## src/rtl/rv32i_ctrl_pkg.sv

```systemverilog
// Shared encodings for the RV32I multi-cycle control sequencer.
// Latency: none (types, constants and one pure function).
// Backpressure: n/a.
//
// Holds the FSM state encoding, the RV32I major opcodes, the datapath mux
// encodings (pc_src, wb_sel, alu_a_sel, alu_b_sel) and the trap cause codes.
package rv32i_ctrl_pkg;

    typedef enum logic [2:0] {
        ST_RST    = 3'd0,
        ST_FETCH  = 3'd1,
        ST_DECODE = 3'd2,
        ST_EXEC   = 3'd3,
        ST_MEM    = 3'd4,
        ST_WB     = 3'd5,
        ST_TRAP   = 3'd6
    } state_t;

    // RV32I major opcodes (IR[6:0])
    localparam logic [6:0] OPC_LOAD   = 7'b0000011;
    localparam logic [6:0] OPC_OP_IMM = 7'b0010011;
    localparam logic [6:0] OPC_AUIPC  = 7'b0010111;
    localparam logic [6:0] OPC_STORE  = 7'b0100011;
    localparam logic [6:0] OPC_OP     = 7'b0110011;
    localparam logic [6:0] OPC_LUI    = 7'b0110111;
    localparam logic [6:0] OPC_BRANCH = 7'b1100011;
    localparam logic [6:0] OPC_JALR   = 7'b1100111;
    localparam logic [6:0] OPC_JAL    = 7'b1101111;
    localparam logic [6:0] OPC_SYSTEM = 7'b1110011;

    // pc_src encoding
    localparam logic [1:0] PC_SRC_PLUS4 = 2'd0;
    localparam logic [1:0] PC_SRC_IMM   = 2'd1;
    localparam logic [1:0] PC_SRC_ALU   = 2'd2;

    // wb_sel encoding
    localparam logic [1:0] WB_SEL_ALU = 2'd0;
    localparam logic [1:0] WB_SEL_MEM = 2'd1;
    localparam logic [1:0] WB_SEL_PC4 = 2'd2;

    // ALU operand select encodings
    localparam logic [1:0] ALU_A_RS1  = 2'd0;
    localparam logic [1:0] ALU_A_PC   = 2'd1;
    localparam logic [1:0] ALU_A_ZERO = 2'd2;
    localparam logic       ALU_B_RS2  = 1'b0;
    localparam logic       ALU_B_IMM  = 1'b1;

    // trap_cause encoding
    localparam logic [1:0] TRAP_NONE        = 2'd0;
    localparam logic [1:0] TRAP_ILLEGAL     = 2'd1;
    localparam logic [1:0] TRAP_MEM_TIMEOUT = 2'd2;
    localparam logic [1:0] TRAP_ENV         = 2'd3;

    // True for every opcode the sequencer knows how to step (SYSTEM included;
    // it is routed to TRAP separately).
    function automatic logic is_known_opcode(input logic [6:0] op);
        logic known;
        case (op)
            OPC_LOAD, OPC_OP_IMM, OPC_AUIPC, OPC_STORE, OPC_OP, OPC_LUI,
            OPC_BRANCH, OPC_JALR, OPC_JAL, OPC_SYSTEM: known = 1'b1;
            default:                                   known = 1'b0;
        endcase
        return known;
    endfunction

endpackage

```

## src/rtl/rv32i_mem_wait.sv

```systemverilog
// Memory wait counter with timeout compare for the shared memory port.
// Latency: timeout is combinational from the registered count and mem_ready.
// Backpressure: counts while count_en is high and mem_ready is low.
//
// Ports: clk, rst_n (async active-low), clear (state change), count_en
// (FETCH/MEM), mem_ready, timeout (count reached MEM_TIMEOUT with no ready).
module rv32i_mem_wait #(
    parameter int unsigned MEM_TIMEOUT = 15
) (
    input  logic clk,
    input  logic rst_n,
    input  logic clear,
    input  logic count_en,
    input  logic mem_ready,
    output logic timeout
);

    localparam logic [7:0] LIMIT = 8'(MEM_TIMEOUT);

    logic [7:0] wait_cnt;

    // clear has priority: the counter restarts on every state change,
    // including the transition out of a timed-out wait.
    always_ff @(posedge clk or negedge rst_n) begin
        if (!rst_n) begin
            wait_cnt <= 8'd0;
        end else if (clear) begin
            wait_cnt <= 8'd0;
        end else if (count_en && !mem_ready) begin
            wait_cnt <= wait_cnt + 8'd1;
        end
    end

    // A ready in the same cycle as the limit completes normally.
    assign timeout = count_en && !mem_ready && (wait_cnt == LIMIT);

endmodule

```

## src/rtl/rv32i_mc_ctrl.sv

```systemverilog
// Multi-cycle RV32I control sequencer: FETCH/DECODE/EXEC/MEM/WB over one memory port.
// Latency: 3 cycles branch/jump, 4 ALU/store, 5 load (zero-wait memory).
// Backpressure: FETCH/MEM stall on mem_ready=0; trap after MEM_TIMEOUT wait cycles.
//
// Ports: clk, rst_n (async active-low); opcode, br_taken, mem_ready in;
// memory controls (mem_req/mem_we/mem_addr_sel), datapath enables and selects
// (ir_we, pc_we, pc_src, rf_we, wb_sel, alu_a_sel, alu_b_sel), retired pulse,
// trap/trap_cause and state_o out.
// Optional macro RV_MC_PERF_CNT_EN adds cycle_cnt and instret_cnt outputs.
module rv32i_mc_ctrl #(
    parameter int unsigned MEM_TIMEOUT     = 15,
    parameter bit          TRAP_ON_ILLEGAL = 1'b1
) (
    input  logic        clk,
    input  logic        rst_n,
    input  logic [6:0]  opcode,
    input  logic        br_taken,
    input  logic        mem_ready,
    output logic        mem_req,
    output logic        mem_we,
    output logic        mem_addr_sel,
    output logic        ir_we,
    output logic        pc_we,
    output logic [1:0]  pc_src,
    output logic        rf_we,
    output logic [1:0]  wb_sel,
    output logic [1:0]  alu_a_sel,
    output logic        alu_b_sel,
    output logic        retired,
    output logic        trap,
    output logic [1:0]  trap_cause,
    output logic [2:0]  state_o
`ifdef RV_MC_PERF_CNT_EN
    ,
    output logic [31:0] cycle_cnt,
    output logic [31:0] instret_cnt
`endif
);

    import rv32i_ctrl_pkg::*;

    state_t     state;
    state_t     state_nxt;
    logic [1:0] trap_cause_nxt;
    logic       wait_clr;
    logic       wait_en;
    logic       timeout;
    logic [1:0] op_a_sel;
    logic       op_b_sel;
    logic       is_load;
    logic       is_store;

    assign is_load  = (opcode == OPC_LOAD);
    assign is_store = (opcode == OPC_STORE);
    assign state_o  = state;

    assign wait_en  = (state == ST_FETCH) || (state == ST_MEM);
    assign wait_clr = (state_nxt != state);

    rv32i_mem_wait #(
        .MEM_TIMEOUT (MEM_TIMEOUT)
    ) u_mem_wait (
        .clk       (clk),
        .rst_n     (rst_n),
        .clear     (wait_clr),
        .count_en  (wait_en),
        .mem_ready (mem_ready),
        .timeout   (timeout)
    );

    // State register; trap_cause only changes on the way into TRAP.
    always_ff @(posedge clk or negedge rst_n) begin
        if (!rst_n) begin
            state      <= ST_RST;
            trap_cause <= TRAP_NONE;
        end else begin
            state      <= state_nxt;
            trap_cause <= trap_cause_nxt;
        end
    end

    // Next-state logic
    always_comb begin
        state_nxt      = state;
        trap_cause_nxt = trap_cause;
        case (state)
            ST_RST: state_nxt = ST_FETCH;
            ST_FETCH: begin
                if (mem_ready) begin
                    state_nxt = ST_DECODE;
                end else if (timeout) begin
                    state_nxt      = ST_TRAP;
                    trap_cause_nxt = TRAP_MEM_TIMEOUT;
                end
            end
            ST_DECODE: begin
                if (opcode == OPC_SYSTEM) begin
                    state_nxt      = ST_TRAP;
                    trap_cause_nxt = TRAP_ENV;
                end else if (TRAP_ON_ILLEGAL && !is_known_opcode(opcode)) begin
                    state_nxt      = ST_TRAP;
                    trap_cause_nxt = TRAP_ILLEGAL;
                end else begin
                    state_nxt = ST_EXEC;
                end
            end
            ST_EXEC: begin
                case (opcode)
                    OPC_OP, OPC_OP_IMM, OPC_LUI, OPC_AUIPC: state_nxt = ST_WB;
                    OPC_LOAD, OPC_STORE:                    state_nxt = ST_MEM;
                    default:                                state_nxt = ST_FETCH;
                endcase
            end
            ST_MEM: begin
                if (mem_ready) begin
                    state_nxt = is_store ? ST_FETCH : ST_WB;
                end else if (timeout) begin
                    state_nxt      = ST_TRAP;
                    trap_cause_nxt = TRAP_MEM_TIMEOUT;
                end
            end
            ST_WB:   state_nxt = ST_FETCH;
            ST_TRAP: state_nxt = ST_TRAP;
            default: state_nxt = ST_RST;
        endcase
    end

    // ALU operand selects implied by the opcode; driven in EXEC and held
    // through MEM/WB so the ALU result stays valid as an address or result.
    always_comb begin
        op_a_sel = ALU_A_RS1;
        op_b_sel = ALU_B_RS2;
        case (opcode)
            OPC_OP_IMM, OPC_LOAD, OPC_STORE, OPC_JALR: op_b_sel = ALU_B_IMM;
            OPC_LUI: begin
                op_a_sel = ALU_A_ZERO;
                op_b_sel = ALU_B_IMM;
            end
            OPC_AUIPC: begin
                op_a_sel = ALU_A_PC;
                op_b_sel = ALU_B_IMM;
            end
            default: ;
        endcase
    end

    // Output decode (Mealy on mem_ready in FETCH/MEM, br_taken in EXEC)
    always_comb begin
        mem_req      = 1'b0;
        mem_we       = 1'b0;
        mem_addr_sel = 1'b0;
        ir_we        = 1'b0;
        pc_we        = 1'b0;
        pc_src       = PC_SRC_PLUS4;
        rf_we        = 1'b0;
        wb_sel       = WB_SEL_ALU;
        alu_a_sel    = ALU_A_RS1;
        alu_b_sel    = ALU_B_RS2;
        retired      = 1'b0;
        trap         = 1'b0;
        case (state)
            ST_FETCH: begin
                mem_req = 1'b1;
                ir_we   = mem_ready;
            end
            ST_EXEC: begin
                alu_a_sel = op_a_sel;
                alu_b_sel = op_b_sel;
                case (opcode)
                    OPC_BRANCH: begin
                        pc_we   = 1'b1;
                        pc_src  = br_taken ? PC_SRC_IMM : PC_SRC_PLUS4;
                        retired = 1'b1;
                    end
                    OPC_JAL: begin
                        rf_we   = 1'b1;
                        wb_sel  = WB_SEL_PC4;
                        pc_we   = 1'b1;
                        pc_src  = PC_SRC_IMM;
                        retired = 1'b1;
                    end
                    OPC_JALR: begin
                        rf_we   = 1'b1;
                        wb_sel  = WB_SEL_PC4;
                        pc_we   = 1'b1;
                        pc_src  = PC_SRC_ALU;
                        retired = 1'b1;
                    end
                    OPC_OP, OPC_OP_IMM, OPC_LUI, OPC_AUIPC,
                    OPC_LOAD, OPC_STORE: ;
                    default: begin
                        // Unknown opcode retired as a NOP (only reachable
                        // when illegal opcodes do not trap).
                        pc_we   = 1'b1;
                        retired = 1'b1;
                    end
                endcase
            end
            ST_MEM: begin
                mem_req      = 1'b1;
                mem_addr_sel = 1'b1;
                mem_we       = is_store;
                alu_a_sel    = op_a_sel;
                alu_b_sel    = op_b_sel;
                if (is_store && mem_ready) begin
                    pc_we   = 1'b1;
                    retired = 1'b1;
                end
            end
            ST_WB: begin
                alu_a_sel = op_a_sel;
                alu_b_sel = op_b_sel;
                rf_we     = 1'b1;
                wb_sel    = is_load ? WB_SEL_MEM : WB_SEL_ALU;
                pc_we     = 1'b1;
                retired   = 1'b1;
            end
            ST_TRAP: trap = 1'b1;
            default: ;
        endcase
    end

`ifdef RV_MC_PERF_CNT_EN
    always_ff @(posedge clk or negedge rst_n) begin
        if (!rst_n) begin
            cycle_cnt   <= 32'd0;
            instret_cnt <= 32'd0;
        end else begin
            if (state != ST_RST) begin
                cycle_cnt <= cycle_cnt + 32'd1;
            end
            if (retired) begin
                instret_cnt <= instret_cnt + 32'd1;
            end
        end
    end
`endif

endmodule

```

## config.mk

```make
export PLATFORM = sky130hd
export DESIGN_NAME = rv32i_mc_ctrl
export DESIGN_NICKNAME = d
export VERILOG_FILES = /design/src/rtl/rv32i_ctrl_pkg.sv /design/src/rtl/rv32i_mem_wait.sv /design/src/rtl/rv32i_mc_ctrl.sv
export SDC_FILE = /design/constraint.sdc
export NUM_CORES = 1
export LEC_CHECK = 0
export ABC_AREA = 1
export CELL_PAD_IN_SITES_DETAIL_PLACEMENT = 0
export CELL_PAD_IN_SITES_GLOBAL_PLACEMENT = 2
export CORE_MARGIN = 2
export CORE_UTILIZATION = 25
export DETAILED_ROUTE_END_ITERATION = 10
export HOLD_SLACK_MARGIN = 0.08
export PLACE_DENSITY = 0.82
export SETUP_SLACK_MARGIN = 0.15
export SYNTH_ARGS = -nofsm -noshare
export SYNTH_HDL_FRONTEND = slang
export SYNTH_SLANG_ARGS = --single-unit
```

## constraint.sdc

```tcl
create_clock -name clk -period 1.65 [get_ports clk]
set_input_delay 0.33 -clock clk [delete_from_list [all_inputs] [get_ports clk]]
set_output_delay 0.33 -clock clk [all_outputs]
set_load 0.05 [all_outputs]
```

Word level (Yosys, flattened, before mapping) --
Index checks and enable logic that the tools add are counted.
Storage, ports and cells: register bits after elaboration 13, bits of input ports 11, word-level logic and storage cells 81
Cells by class: reduce and logical (&&, ||, !) cells 18, multiplexer cells 38, add/sub/neg operators 1, equal/unequal tests 21
Operators with widths (count):
- == test 7 bit, second input constant | 4
- == test 7 x 6 -> 1 bit, second input constant | 3
- 2-to-1 mux 3 bit | 6
- case mux 3 bit (6 select lines) | 1
- 2-to-1 mux 8 bit | 2
- 2-to-1 mux 1 bit | 15
- == test 7 x 5 -> 1 bit, second input constant | 2
- 2-to-1 mux 2 bit | 7
- case mux 2 bit (2 select lines) | 3
- OR reduction 6 bit | 2
- OR reduction 10 bit | 1
- == test 3 bit, second input constant | 3
- adder 8 x 1 -> 8 bit, second input constant | 1
- == test 8 x 4 -> 1 bit, second input constant | 1
- OR reduction 2 bit | 4
- == test 7 x 2 -> 1 bit, second input constant | 1
- == test 3 x 2 -> 1 bit, second input constant | 2
- case mux 2 bit (3 select lines) | 1
- case mux 3 bit (2 select lines) | 1
- AND reduction 4 bit | 1
- nonzero test 2 bit | 2
- OR reduction 4 bit | 1
- == test 3 x 1 -> 1 bit, second input constant | 1
- logical AND 1 bit | 3
- other kinds (10) | 10

Longest topological paths before layout --
depth in word-level cells 10, mapped depth 11, gate-level depth less buffers 11

Modules after synthesis --
Synthesis repeated with hierarchy kept, for this count alone.
Unflattened totals: cell total of the unflattened synthesis 172, area total of the unflattened synthesis 1079.8 sq um
By module, submodules not included:
- rv32i_mc_ctrl | area an instance 638.1 sq um, cells an instance 112, instances 1
- rv32i_mem_wait | area an instance 441.7 sq um, cells an instance 60, instances 1

Worst setup path before layout --
Ideal clock, no wire load.
kind register -> output, start reg state[0], in the netlist state_o[0], end out retired, setup slack -1.278 ns, buffers on the path 1, required time 1.320 ns, data arrival time 2.598 ns, cell stages (with the launch flop) 7, path through dfrtp_1 > nor2_1 > nand2_1 > nor2_1 > nand2_1 > o211ai_1 > buf_4
Between the ends: cells in the longest elaborated chain, start to end 2, elaborated cells on any way between the ends 4
Ends and longest elaborated chain:
- start, declared | line rv32i_mc_ctrl.sv:42 | state_t state;
- start signal, assigned | line rv32i_mc_ctrl.sv:77 | state <= state_nxt;
- == test 3 bit / == test 3 x 2 -> 1 bit (equally long branches)
- case mux 1 bit (3 select lines) (*)
- end, declared | line rv32i_mc_ctrl.sv:29 | output logic retired,
Mark *: on every way between the ends. The rest lies on a longest branch, timed or not.

Worst setup path in the final report --
start reg state[1], in the netlist state_o[1], end out pc_we
Between the ends: cells in the longest elaborated chain, start to end 2, elaborated cells on any way between the ends 4
Ends and longest elaborated chain:
- == test 3 bit / == test 3 x 2 -> 1 bit (equally long branches) | line rv32i_mc_ctrl.sv:161 | case (state)
- case mux 1 bit (3 select lines) (*) | line rv32i_mc_ctrl.sv:161
- end, declared | line rv32i_mc_ctrl.sv:23 | output logic pc_we,
Marked as above.

==> impl_metrics.ini <==
[pwr]
power_density_nw_per_um2 = 1460
swShare_pct = 47.0
intPower_w = 0.00193
total_leakage_power_nw = 1.12
clockPowerShare_pct = 7.8
comb_power_share_pct = 79.0
peakVddDrop_mv = 0.866
p_switching_w = 0.00171
power_frac_seq_pct = 13.2

[global_routing]
grt_pass1_vias = 1447
grt_pass1_wl_um = 6480
overflow = 0
grt_use_total_pct = 18.2
grt_antenna_before_repair = 0
grt_max_degree = 14

[setup_path]
crit_slowest_cell = dfrtp_2
slowest_delay_ns = 0.42
cp.required_ns = 1.32
startpoint_type = flop
crit_path_end_kind = primary output
crit_chain = nor2_2 -> nand2_4 -> nor2_4 -> nand2_1 -> o211ai_1 -> buf_4 -> buf_12
crit_buf_inv = 2
critPathKind = flop to primary output
crit_arrival_ns = 1.57
cpLargestDelayFamily = simple AND/OR/NAND/NOR gates
cp_max_fo = 3

[clock_tree]
clkSinkCount = 13
htree_levels = 1
path_clk_slew_ns = 0.06
cts_buffers = 3
clk_latency_ns = 0.24
clk_path_buf_depth = 2
cts-hold-fix-buffers = 0
clockRootBuffer = clkbuf_8
cts_tree = yes

[timing]
maxSlewViolCount = 0
fin_tns_setup_ns = -3.37
hold_ws_ns = 0.399
fin_skew_ns = 0.00168
hold_violations = 0
setup_viol = 24
finalCritPeriodShare_pct = 115
tightestPinTransition_ns = 0.377
relSlewSlack_pct = 74.8
worst_slack_ns = -0.245
rsz0062_at_grt = true
fin_crit_ns = 1.90
fmax_ghz = 0.528

[placement]
place_inst = 272
dpl-instance-area_um2 = 1970
port-buffer-count = 30
gp_congestion = 0.845
dp_hpwl_um = 2770

[route]
dr.pass1.iters = 4
drc = 0
totalWireLength_um = 4010
drtIter0Drc = 35
via_count = 1412
ant_nets = 0
wire_per_inst_um = 13.5
via_per_inst = 4.74

[run_status]
outcome = finished, violations left
violations = negative setup slack

[synthesis]
netlist_area_um2 = 1060
avgSynthCellArea_um2 = 6.95
yosys.cell_types.count = 27
ys_seq_area_share_pct = 30.8
yosysWarningCount = 0
synth_edf_count = 0
ys.flop_type = dfrtp_1
synth.net_count = 164
synthArstFlopShare_pct = 100
synth_seq_cells = 13
syn_inst = 152

[floorplanning]
die_w_um = 69.0
die_area_um2 = 4760
io_pins = 31
die_h_um = 69.0
rows = 23
start_util_pct = 26.2
core_um2 = 4030

[min_path]
min_path_type = primary input to asynchronous set/reset pin

[flow_run]
cap_violations = 0

[layout]
fin_util_pct = 61.8
antenna_cells = 0
finalNonFillerCells = 298
layout-drive-gt1-share_pct = 68.5
nets = 261
synthToLayoutAreaGrowth_pct = 136
finalInstanceArea_um2 = 2490
-- worst paths after layout --
kind	startpoint	endpoint	slack (ns)	cells after the start
max in group asynchronous	rst_n	state_o[1]	1.07	2
min reg2reg	trap_cause[0]	trap_cause[0]	0.51	2
max	state_o[1]	pc_we	-0.25	7
min in group clk	opcode[5]	trap_cause[1]	0.40	3
max reg2reg	state_o[1]	u_mem_wait.wait_cnt[4]	-0.14	13
min	rst_n	state_o[2]	0.40	2
-- power groups by stage --
| stage | clock, W | sequential (W) | combinational, W |
|---|---|---|---|
| 6_report | 0.000284 | 0.000481 | 0.00288 |
| 5_1_grt | 0.000317 | 0.000490 | 0.00304 |
| 4_1_cts | 0.000285 | 0.000475 | 0.00274 |
| 3_3_place_gp | 0 | 0.000481 | 0.00216 |
| 2_1_floorplan | 0 | 0.000668 | 0.000973 |
| 3_5_place_dp | 0 | 0.000486 | 0.00218 |
-- layout by cell type, fill, tap and decap left out, types with 4 or more instances in the layout --
master,n
nand2_1,19
nor3_1,5
buf_6,18
buf_12,16
nand2_2,8
inv_2,10
xor2_1,5
dfrtp_1,10
nand3_4,7
buf_4,51
nor2_4,12
inv_1,8
nand3_1,5
nand3_2,5
nand2_4,6
nor2_1,7
nand4_1,4
nor2_2,7
-- state kept, by name (all words and copies together) (netlist names) --
signal / count
u_mem_wait.wait_cnt: 8
state_o: 3
trap_cause: 2
-- repair_timing --
item,4_1_cts,5_1_grt
buffers inserted,15,7
endpoints found under the setup margin,25,26
gates resized for setup,90,22
pin swaps,24,14
cloned,0,0
-- final cells by class --
| class | instances | area, µm² |
|---|---|---|
| fill | 331 | 1540 |
| timing repair buffer | 94 | 993 |
| multi-input combinational | 116 | 973 |
| sequential | 13 | 329 |
| inverter | 21 | 87.6 |
| tap | 50 | 62.6 |
| clock buffer | 4 | 45.0 |
-- metal layers --
metal	wire length (µm)	vias up	global-route usage (%)
met4	84	0	5.15
met5	0	-	0
met3	125	8	2.76
met2	2270	29	36.1
met1	1530	678	19.7
li1	-	697	-
-- synth_stat cells (all sizes together), types with 2 or more instances --
master | n | area share [%]
a21oi | 3 | 1.4
a31oi | 2 | 1.2
buf | 2 | 1.8
dfrtp | 13 | 31
inv | 21 | 7.5
nand2 | 33 | 13
nand3 | 17 | 11
nand4 | 4 | 2.4
nor2 | 26 | 10
nor3 | 11 | 6.3
o211ai | 2 | 1.4
o21ai | 5 | 2.4
xnor2 | 2 | 1.7
xor2 | 5 | 4.1
-- logic make-up after synthesis --
kind of cell	count (synthesis)	share of synthesized area, %
multiplexers	1	0.948
AO/OA/AOI/OAI	14	7.70
buffers and inverters	23	9.24
adder cells (fa/ha/maj)	1	1.18
XOR/XNOR	7	5.81
AND/OR/NAND/NOR	93	44.3
flip-flops	13	30.8
-- through the flow --
stage                     power, W  setup slack, ns
after floorplan            0.00164           -0.788
after global placement     0.00264           -0.545
after detailed placement   0.00267           -0.632
after CTS                  0.00350           -0.218
after global routing       0.00385           -0.330
final                      0.00364           -0.245
(Power assumes the default switching activity.)
